**config.mk**
```make
export PLATFORM = sky130hd
export DESIGN_NAME = bounce_emulator
export DESIGN_NICKNAME = d
export VERILOG_FILES = /design/src/rtl/bounce_emulator_pkg.sv /design/src/rtl/bounce_emulator_lfsr16.sv /design/src/rtl/bounce_emulator.sv
export SDC_FILE = /design/constraint.sdc
export NUM_CORES = 1
export LEC_CHECK = 0
export ABC_AREA = 0
export ABC_CLOCK_PERIOD_IN_PS = 2000
export CAP_MARGIN = 20
export CORE_AREA = 2 2 78 80
export CTS_CLUSTER_SIZE = 16
export DETAILED_ROUTE_END_ITERATION = 10
export DIE_AREA = 0 0 80 82
export GPL_TIMING_DRIVEN = 1
export SYNTH_ARGS = -nofsm -noshare
export SYNTH_HDL_FRONTEND = slang
export SYNTH_SLANG_ARGS = --single-unit
```
**constraint.sdc**
```tcl
create_clock -name clk -period 2 [get_ports clk]
set_clock_uncertainty 0.15 [all_clocks]
set_input_delay 0.4 -clock clk [delete_from_list [all_inputs] [get_ports clk]]
set_output_delay 0.4 -clock clk [all_outputs]
set_load 0.02 [all_outputs]
```
**src/rtl/bounce_emulator_pkg.sv**
```systemverilog
// Shared definitions for the bounce emulator: FSM states, LFSR polynomial and default seed.
package bounce_emulator_pkg;

  localparam int unsigned LFSR_W = 16;
  localparam int unsigned CNT_W  = 8;

  // Galois right-shift mask for x^16 + x^14 + x^13 + x^11.
  localparam logic [LFSR_W-1:0] LFSR_TAPS    = 16'hB400;
  localparam logic [LFSR_W-1:0] DEFAULT_SEED = 16'hACE1;

  typedef enum logic [1:0] {
    ST_IDLE   = 2'd0,
    ST_BOUNCE = 2'd1,
    ST_SETTLE = 2'd2
  } state_e;

  function automatic logic [LFSR_W-1:0] lfsr_step(input logic [LFSR_W-1:0] s);
    return (s >> 1) ^ (s[0] ? LFSR_TAPS : LFSR_W'(0));
  endfunction

endpackage

```
**src/rtl/bounce_emulator_lfsr16.sv**
```systemverilog
// Free-running 16-bit Galois LFSR; reloads the seed on reset, otherwise steps every cycle.
module lfsr16
  import bounce_emulator_pkg::*;
(
  input  logic              clk,
  input  logic              reset,
  input  logic [LFSR_W-1:0] seed,
  output logic [LFSR_W-1:0] q
);

  logic [LFSR_W-1:0] state_q;
  logic [LFSR_W-1:0] state_d;

  always_comb begin
    state_d = lfsr_step(state_q);
  end

  always_ff @(posedge clk) begin
    if (!reset) begin
      state_q <= seed;
    end else begin
      state_q <= state_d;
    end
  end

  assign q = state_q;

endmodule

```
**src/rtl/bounce_emulator.sv**
```systemverilog
// Turns a clean level command into a pseudo-random bounce burst, holds the new level for a
// settle period, then pulses done. One command in flight at a time.
module bounce_emulator
  import bounce_emulator_pkg::*;
#(
  parameter int unsigned       BOUNCE_BITS   = 3,
  parameter int unsigned       GAP_BITS      = 4,
  parameter int unsigned       MIN_GAP       = 4,
  parameter int unsigned       SETTLE_CYCLES = 1000,
  parameter logic [LFSR_W-1:0] SEED          = DEFAULT_SEED
) (
  input  logic             clk,
  input  logic             reset,
  input  logic             cmd_valid,
  input  logic             cmd_level,
  output logic             cmd_ready,
  output logic             bounce_out,
  output logic             busy,
  output logic             done,
  output logic [CNT_W-1:0] bounce_cnt
);

  localparam int unsigned TOG_W     = BOUNCE_BITS + 1;
  localparam int unsigned GAP_MAX   = MIN_GAP + (32'd1 << GAP_BITS) - 32'd1;
  localparam int unsigned GAP_W_RAW = $clog2(GAP_MAX + 1);
  localparam int unsigned GAP_W     = (GAP_W_RAW > GAP_BITS + 1) ? GAP_W_RAW : GAP_BITS + 1;
  localparam int unsigned SET_W     = $clog2(SETTLE_CYCLES + 1);

  localparam logic [LFSR_W-1:0] K_MASK = LFSR_W'((32'd1 << BOUNCE_BITS) - 32'd1);
  localparam logic [LFSR_W-1:0] G_MASK = LFSR_W'((32'd1 << GAP_BITS) - 32'd1);
  localparam logic [SET_W-1:0]  SETTLE_RELOAD = SET_W'(SETTLE_CYCLES - 32'd1);

  logic [LFSR_W-1:0] lfsr_val;

  lfsr16 u_lfsr (
    .clk   (clk),
    .reset (reset),
    .seed  (SEED),
    .q     (lfsr_val)
  );

  state_e            state_q,      state_d;
  logic              bounce_out_q, bounce_out_d;
  logic [CNT_W-1:0]  cnt_q,        cnt_d;
  logic [TOG_W-1:0]  tog_q,        tog_d;
  logic [GAP_W-1:0]  gap_q,        gap_d;
  logic [SET_W-1:0]  settle_q,     settle_d;
  logic              noop_q,       noop_d;
  logic              done_q,       done_d;
  logic              busy_q,       busy_d;
  logic              ready_q,      ready_d;

  logic              accept;
  logic [LFSR_W-1:0] k_raw;
  logic [LFSR_W-1:0] g_raw;
  logic [TOG_W-1:0]  burst_len;
  logic [GAP_W-1:0]  gap_reload;

  // Burst length 2k+1 and the next inter-toggle gap (stored as G-1) from the current LFSR value.
  always_comb begin
    k_raw      = lfsr_val & K_MASK;
    g_raw      = (lfsr_val >> 8) & G_MASK;
    burst_len  = TOG_W'({k_raw, 1'b1});
    gap_reload = GAP_W'(MIN_GAP - 32'd1 + 32'(g_raw));
  end

  always_comb begin
    state_d      = state_q;
    bounce_out_d = bounce_out_q;
    cnt_d        = cnt_q;
    tog_d        = tog_q;
    gap_d        = gap_q;
    settle_d     = settle_q;
    noop_d       = 1'b0;
    done_d       = noop_q;
    accept       = cmd_valid && ready_q;

    case (state_q)
      ST_IDLE: begin
        if (accept) begin
          cnt_d = '0;
          if (cmd_level == bounce_out_q) begin
            noop_d = 1'b1;
          end else begin
            tog_d   = burst_len;
            gap_d   = '0;
            state_d = ST_BOUNCE;
          end
        end
      end

      ST_BOUNCE: begin
        if (gap_q == '0) begin
          bounce_out_d = ~bounce_out_q;
          cnt_d        = (cnt_q == '1) ? cnt_q : cnt_q + CNT_W'(1);
          tog_d        = tog_q - TOG_W'(1);
          gap_d        = gap_reload;
          // Odd burst length means the last toggle lands on the requested level.
          if (tog_q == TOG_W'(1)) begin
            settle_d = SETTLE_RELOAD;
            state_d  = ST_SETTLE;
          end
        end else begin
          gap_d = gap_q - GAP_W'(1);
        end
      end

      ST_SETTLE: begin
        if (settle_q == '0) begin
          done_d  = 1'b1;
          state_d = ST_IDLE;
        end else begin
          settle_d = settle_q - SET_W'(1);
        end
      end

      default: begin
        state_d = ST_IDLE;
      end
    endcase

    ready_d = (state_d == ST_IDLE);
    busy_d  = (state_d != ST_IDLE);
  end

  always_ff @(posedge clk) begin
    if (!reset) begin
      state_q      <= ST_IDLE;
      bounce_out_q <= 1'b0;
      cnt_q        <= '0;
      tog_q        <= '0;
      gap_q        <= '0;
      settle_q     <= '0;
      noop_q       <= 1'b0;
      done_q       <= 1'b0;
      busy_q       <= 1'b0;
      ready_q      <= 1'b1;
    end else begin
      state_q      <= state_d;
      bounce_out_q <= bounce_out_d;
      cnt_q        <= cnt_d;
      tog_q        <= tog_d;
      gap_q        <= gap_d;
      settle_q     <= settle_d;
      noop_q       <= noop_d;
      done_q       <= done_d;
      busy_q       <= busy_d;
      ready_q      <= ready_d;
    end
  end

  assign cmd_ready  = ready_q;
  assign bounce_out = bounce_out_q;
  assign busy       = busy_q;
  assign done       = done_q;
  assign bounce_cnt = cnt_q;

endmodule

```
==> results of run 1 <==
placed cells by master (no fill, tap or decap), drive strengths merged, types with 3 or more instances in the layout:
cell,Yosys,final
or4b,3,3
or3,4,4
clkdlybuf4s50,0,14
or4,6,6
dfxtp,50,50
ha,6,6
o2111ai,3,3
xnor2,8,8
nand2b,9,9
nor3,9,9
o31ai,5,5
nor4,4,4
a211oi,4,4
clkbuf,9,7
o21ai,7,7
a31oi,3,3
buf,2,38
a311oi,3,3
nand3,10,10
and4,3,3
o41ai,3,3
and2,7,7
nand2,15,15
xor2,4,4
a21oi,19,19
nor2,13,13
inv,14,14
cell families (layout without fill, tap and decap cells):
logic type	Yosys count	after routing	share of synthesized area
compound gates	57	57	0.1730
xor+xnor	12	12	0.04672
fa+ha+maj	6	6	0.03337
buf+inv	25	75	0.04282
flops	50	50	0.4449
mux	1	1	0.004450
simple gates	95	95	0.2547
through the flow:
stage               hold WS, ns  utilization  TNS (ns)  cells
floorplan                0.2363            -         0    246
global placement         0.2407       0.4747    -2.475    362
detailed placement       0.2467       0.4747    -3.296    362
CTS                      0.2763       0.4985         0    370
global route             0.3005       0.5107  -0.05728    371
finish                   0.2729       0.5107         0    371
flip-flops by register name, indices dropped and copies added, names as in the netlist:
name / cells
busy: 1
bounce_out: 1
settle_q: 10
state_q: 2
cmd_ready: 1
u_lfsr.q: 16
noop_q: 1
tog_q: 4
done: 1
gap_q: 5
bounce_cnt: 8
final cells by class:
| cell class | count | area share |
|---|---|---|
| Timing Repair Buffer | 53 | 0.1518 |
| Inverter | 14 | 0.01791 |
| Clock buffer | 7 | 0.03284 |
| Multi-Input combinational cell | 171 | 0.4200 |
| Tap cell | 75 | 0.03198 |
| Clock inverter | 1 | 0.002985 |
| Sequential cell | 50 | 0.3424 |
worst max path at each step:
stage | start | to | slack (ns)
6_report | gap_q[0] | settle_q[4] | 0.04
5_1_grt | gap_q[0] | settle_q[7] | -0.03
4_1_cts | gap_q[0] | settle_q[8] | 0.002
3_5_place_dp | cmd_valid | bounce_cnt[1] | -0.40
3_3_place_gp | cmd_valid | bounce_cnt[1] | -0.32
2_1_floorplan | cmd_ready | bounce_cnt[2] | 0.01
power by group through the flow:
stage	clock network [mW]	logic [mW]	registers (mW)
final	0.650	0.943	1.17
after global routing	0.726	1.05	1.18
after CTS	0.679	0.890	1.16
after detailed placement	0	0.851	1.19
after global placement	0	0.845	1.18
after floorplan	0	0.477	1.21
layer usage:
layer,part of all wire,wire length [um],vias up
met1,0.49,2439,924
met4,0.016,79,0
li1,-,-,988
met2,0.45,2198,30
met3,0.044,216,9
met5,0,0,-
repair_timing:
item / 4_1_cts / 5_1_grt
pin swaps: 2 / 3
setup endpoints to repair: 18 / 16
setup buffers: 0 / 1
resized for setup: 7 / 17
==> flow_summary.ini, run 1 <==
[outcome]
status = finished, final reports clean

[hold_path]
hold_end = u_lfsr.q[11]
min_from = u_lfsr.q[12]
hold_depth = 1
hp-class = reg2reg

[worst_setup_path]
cp.arrival_ns = 2.00
r2r_end = settle_q[4]
start_kind = register
slowest_delay_ns = 0.48
required_ns = 2.04
worstSetupEndpointType = register
cpLargestDelayFamily = simple AND/OR/NAND/NOR gates
rr_startpoint = gap_q[0]
cp_cell_sequence = inv_2 > ha_4 > or4b_4 > buf_6 > o31ai_1 > or4_1 > nand2_1
cp.buffers_inverters = 2
cp.depth = 7
worst-path-max-fanout = 3
slowest_stage = or4b_4
path_class = reg2reg
reg2reg_setup_slack_ns = 0.04
worstRegToRegCells = 7

[power]
clkPwrFrac = 0.235
intPower_mw = 1.885
power.switching_mw = 0.8765
p_comb_frac = 0.341
power.density_mw_per_mm2 = 941.2
irDropWorstVdd_mv = 0.4766
pwr-share-seq = 0.423
power_mw = 2.762
swShare = 0.3174
p_leak_nw = 1.122

[detailed_routing]
finalWirelength_mm = 4.933
vias_per_cell = 5.259
num_vias = 1951
dr.pass1.iters = 5
ant_nets = 0
drt-wirelength-per-cell_um = 13.30
drc_errors = 0
drtIter0Drc = 120

[synth]
syn_area_sq_mm = 0.002250
yosys.area.top_type = dfxtp_1
ys_seq_elements = 50
synth_edf_count = 0
yosys_most_used_dff = dfxtp_1
yosysTopAreaCellShare = 0.4449
synth.area.top_cells = dfxtp_1 44%, a21oi_1 4.2%, ha_1 3.3%
syn_area_per_cell_sq_um = 9.145
yosysMostFrequentCell = dfxtp_1
ys_top_cells_by_count = 50 x dfxtp_1, 19 x a21oi_1, 15 x nand2_1
synth_fp_nets = 256
yosysWarnings = 0
synth_cells = 246
ys_seq_area_frac = 0.4449
async_flop_share = 0
synth.distinct_cells = 50

[clock_network]
clk_pin_slew_ns = 0.09
cts_root_buf = clkbuf_8
cts_tree = yes
clk_latency_ns = 0.31
postCtsHoldBufs = 0
clock-sinks = 50
cts_buffers = 5
clk_path_buf_depth = 2
htree_num_levels = 2

[die]
start_util = 0.3916
die_x_um = 80
boundaryPins = 16
core_area_sq_mm = 0.005746
die_area_sq_mm = 0.006560
rows = 28
die_y_um = 82

[sta]
slew_headroom = 0.6976
drv_slew = 0
setup-violations-final = 0
min_period_ns = 1.959
tightest_slew_ns = 0.4536
rsz0062_at_grt = yes
worst_slack_ns = 0.04134
max_freq_mhz = 510.6
hold_viol = 0
min_period_over_period = 0.9793

[global_routing]
grt_busiest_layer = met2
antenna_found_initial = 0
grtUsageTotal = 0.1652
grt_use_met3 = 0.04286
grt_pass1_wl_mm = 8.493
met1_usage = 0.2246
first_global_vias = 1800
grt_max_degree = 20
met2_usage = 0.2575
grt_overflow = 0

[place]
dp_slack_ns = -0.3985
placedInstanceArea_sq_mm = 0.002728
gp_congestion = 0.8029
dp_hpwl_mm = 3.459
portBuffers = 15

[flow_run]
cap_violations = 0

[final_layout]
multiInputGateArea_sq_mm = 0.001232
finalNetCount = 305
regArea_sq_mm = 0.001005
syn_to_final_growth_pct = 30.42
fillers = 543
n_antenna_cell = 0
drive_gt1_frac = 0.2331
final_area_sq_mm = 0.002934
(Power assumes the default switching activity.)
==> run 2, diff against run 1 <==
- ABC_CLOCK_PERIOD_IN_PS: 2000 -> 1890
- clock period: 2 -> 1.89 ns (I/O delays scaled with it)
==> flow_summary.ini, run 2 (synthesized netlist as in run 1, its figures left out) <==
[final_layout]
final_area_sq_mm = 0.003272
final_cells = 391
largest_reg_flops = 16
final_common_cell = buf_4
finalNetCount = 325
final_cell_mix = 49 x buf_4, 43 x dfxtp_1, 15 x nand2_1
drive_gt1_frac = 0.3639
n_antenna_cell = 0
final_core_util = 0.5695
syn_to_final_growth_pct = 45.44
fillers = 516

[place]
dp_slack_ns = -0.3770
portBuffers = 15
dp_hpwl_mm = 3.729
placed_cells = 375
gp_congestion = 0.7838
placedInstanceArea_sq_mm = 0.002861

[flow_run]
cap_violations = 0

[sta]
worst_slack_ns = -0.05688
max_freq_mhz = 513.6
timing.setup.tns_ns = -0.1703
tightest_slew_ns = 0.4395
drv_slew = 0
hold_viol = 0
setup-violations-final = 4
slew_headroom = 0.7032
rsz0062_at_grt = yes
min_period_ns = 1.947
hold_ws_ns = 0.2622
min_period_over_period = 1.030

[clock_network]
clk_latency_ns = 0.31
clock-sinks = 50
cts_root_buf = clkbuf_8
clk_pin_slew_ns = 0.09
clk_path_buf_depth = 2
cts_buffers = 5
htree_num_levels = 2
cts_tree = yes

[die]
start_util = 0.3916
die_y_um = 82
boundaryPins = 16
core_area_sq_mm = 0.005746
die_x_um = 80
rows = 28
die_area_sq_mm = 0.006560

[power]
clkPwrFrac = 0.230
p_leak_nw = 1.333
power.switching_mw = 1.048
swShare = 0.3223
intPower_mw = 2.205
irDropWorstVdd_mv = 0.5370
p_comb_frac = 0.391
power.density_mw_per_mm2 = 994.3
pwr-share-seq = 0.379
power_mw = 3.253

[worst_setup_path]
worst-path-max-fanout = 6
reg2reg_setup_slack_ns = -0.06
path_class = reg2reg
required_ns = 1.93
cp.arrival_ns = 1.99
worstSetupEndpointType = register
start_kind = register

[detailed_routing]
drtIter0Drc = 112
ant_nets = 0
finalWirelength_mm = 5.538
drc_errors = 0
dr.pass1.iters = 4
num_vias = 2046
vias_per_cell = 5.233
drt-wirelength-per-cell_um = 14.16

[global_routing]
first_global_vias = 1996
grtUsageTotal = 0.1836
grt_pass1_wl_mm = 9.390
grt_overflow = 0
antenna_found_initial = 0
grt_max_degree = 18

[hold_path]
hp-class = reg2reg

[outcome]
violations = negative setup slack
status = complete, but fails checks
[run 2: repair_timing]
| item | in CTS | in global routing |
|---|---|---|
| cloned | 1 | 0 |
| hold buffers | 0 | 0 |
| gates resized for setup | 17 | 42 |
| pin swaps | 12 | 21 |
| buffers inserted | 5 | 2 |
| endpoints found under the setup margin | 23 | 32 |
[run 2: area by class of cell]
type                            count  area [sq um]  area share
Multi-Input combinational cell    172          1385      0.4233
Sequential cell                    50          1010      0.3086
Timing Repair Buffer               72         624.3      0.1908
Tap cell                           75         93.84     0.02868
Clock buffer                        7         76.32     0.02333
Inverter                           14         52.55     0.01606
Clock inverter                      1         30.03    0.009178
[run 2: final timing paths]
check,cells past startpoint,endpoint,startpoint
worst max-delay path,7,settle_q[4],gap_q[0]
worst max register to register,7,settle_q[4],gap_q[0]
worst min register to register,1,u_lfsr.q[11],u_lfsr.q[12]
worst min-delay path,1,u_lfsr.q[11],u_lfsr.q[12]
[run 2: worst max-delay path: stages (launching register included)]
cell     delay [ns]
dfxtp_2        0.33
inv_2          0.06
ha_4           0.13
or4b_4         0.48
buf_8          0.17
o31ai_2        0.30
or4_1          0.17
nand2_1        0.05
[run 2: power by group through the flow]
stage / registers [mW] / clock network [mW] / logic (mW)
finish: 1.23 / 0.748 / 1.27
global placement: 1.25 / 0 / 0.988
floorplan: 1.28 / 0 / 0.550
detailed placement: 1.25 / 0 / 1.01
CTS: 1.23 / 0.763 / 1.17
global route: 1.25 / 0.804 / 1.38
[run 2: layer usage]
metal / global-route usage / vias up / routed length [um]
li1: - / 1032 / -
met1: 0.2387 / 979 / 2659
met2: 0.3017 / 28 / 2643
met3: 0.04396 / 7 / 166
met4: 0.05763 / 0 / 69
met5: 0 / - / 0
==> run 3, diff against run 2 <==
- ABC_CLOCK_PERIOD_IN_PS: 1890 -> 1820
- clock period: 1.89 -> 1.82 ns (I/O delays scaled with it)
==> flow_summary.ini, run 3 (synthesized netlist as in run 1, its figures left out) <==
[clock_network]
clk_latency_ns = 0.29
clk_pin_slew_ns = 0.09
cts_root_buf = clkbuf_8
htree_num_levels = 2
clk_path_buf_depth = 2
cts_buffers = 5
cts_tree = yes
clock-sinks = 50
postCtsHoldBufs = 0

[final_layout]
drive_gt1_frac = 0.3084
final_common_cell = buf_4
multiInputGateArea_sq_mm = 0.001339
final_cells = 383
final_cell_mix = 45 x buf_4, 43 x dfxtp_1, 17 x a21oi_1
fillers = 533
final_core_util = 0.5470
n_antenna_cell = 0
regArea_sq_mm = 0.001015
finalNetCount = 317
largest_reg_flops = 16
syn_to_final_growth_pct = 39.71

[place]
placed_cells = 370
dp_hpwl_mm = 3.563
gp_congestion = 0.8048
portBuffers = 15

[worst_setup_path]
worst-path-max-fanout = 7
path_class = reg2reg
worstSetupEndpointType = register
cp_cell_sequence = inv_2 > ha_4 > or4b_4 > or3_4 > a311oi_1
slowest_delay_ns = 0.47
slowest_stage = or4b_4
cpLargestDelayFamily = simple AND/OR/NAND/NOR gates
start_kind = register
required_ns = 1.88
cp.buffers_inverters = 1
cp.depth = 5
cp.arrival_ns = 1.94
worstRegToRegCells = 5

[outcome]
status = complete, but fails checks
violations = negative setup slack

[global_routing]
grt_overflow = 0
antenna_found_initial = 0
grt_busiest_layer = met2
met1_usage = 0.2184
first_global_vias = 1913
grt_max_degree = 21
grt_use_met3 = 0.02637
grt_pass1_wl_mm = 8.680
grtUsageTotal = 0.1666
met2_usage = 0.2875

[detailed_routing]
finalWirelength_mm = 5.131
num_vias = 2012
dr.pass1.iters = 4
vias_per_cell = 5.253
drt-wirelength-per-cell_um = 13.40
ant_nets = 0
drtIter0Drc = 91
drc_errors = 0

[sta]
worst_slack_ns = -0.05560
setup-violations-final = 14
drv_slew = 0
min_period_over_period = 1.031
min_period_ns = 1.876
max_freq_mhz = 533.2
slew_headroom = 0.7378
tightest_slew_ns = 0.3901
hold_viol = 0
rsz0062_at_grt = yes

[die]
boundaryPins = 16
core_area_sq_mm = 0.005746
die_y_um = 82
rows = 28
die_area_sq_mm = 0.006560
die_x_um = 80
start_util = 0.3916

[hold_path]
hp-class = reg2reg
hold_depth = 1

[power]
power.density_mw_per_mm2 = 1019
irDropWorstVdd_mv = 0.5238
p_leak_nw = 1.227

[flow_run]
cap_violations = 0
==> run 3: cell types whose count changed in the layout (fill, tap and decap cells not counted), sizes merged <==
cell	change
dlymetal6s2s	-5
buf	-8
clkbuf	+1
bufinv	-1
dlygate4sd2	+7
clkdlybuf4s50	-2
==> run 3: per-stage QoR <==
| stage | TNS (ns) | cell area (sq um) | power, mW | setup WS [ns] | hold WS [ns] |
|---|---|---|---|---|---|
| after floorplan | -0.1061 | 2354 | 1.943 | -0.04489 | 0.2363 |
| after global placement | -3.240 | 2874 | 2.317 | -0.2849 | 0.2402 |
| after detailed placement | -3.838 | 2874 | 2.327 | -0.3247 | 0.2437 |
| after CTS | -0.6728 | 3084 | 3.219 | -0.09116 | 0.2685 |
| after global routing | -2.142 | 3143 | 3.402 | -0.1532 | 0.2768 |
| final | -0.3725 | 3143 | 3.202 | -0.05560 | 0.2644 |
==> run 3: final timing paths <==
path	slack [ns]	startpoint	end
max	-0.06	gap_q[0]	settle_q[8]
min	0.26	u_lfsr.q[6]	u_lfsr.q[5]
max reg2reg	-0.06	gap_q[0]	settle_q[8]
min reg2reg	0.26	u_lfsr.q[6]	u_lfsr.q[5]
==> run 3: area by class of cell <==
class / count / area share
timing repair buffer: 64 / 0.1696
tap: 75 / 0.02986
inverter: 14 / 0.01672
sequential: 50 / 0.3228
clock buffer: 8 / 0.03503
multi-input combinational: 172 / 0.4260
==> run 3: report_power, final <==
group | internal [mW] | switching (mW) | total [mW]
sequential | 1.20 | 0.0774 | 1.28
combinational | 0.595 | 0.591 | 1.19
clock | 0.384 | 0.351 | 0.736
total | 2.18 | 1.02 | 3.20
==> run 3: metal layers <==
| metal | wire length, um | part of all wire | vias to the layer above |
|---|---|---|---|
| met3 | 139 | 0.027 | 7 |
| met2 | 2462 | 0.48 | 25 |
| met5 | 0 | 0 | - |
| li1 | - | - | 1020 |
| met4 | 53 | 0.010 | 0 |
| met1 | 2475 | 0.48 | 960 |
==> run 3: what timing repair did <==
action	4_1_cts	5_1_grt
setup buffers	4	1
gates resized for setup	25	14
pin swaps	18	12
setup endpoints to repair	36	31
cloned	1	0
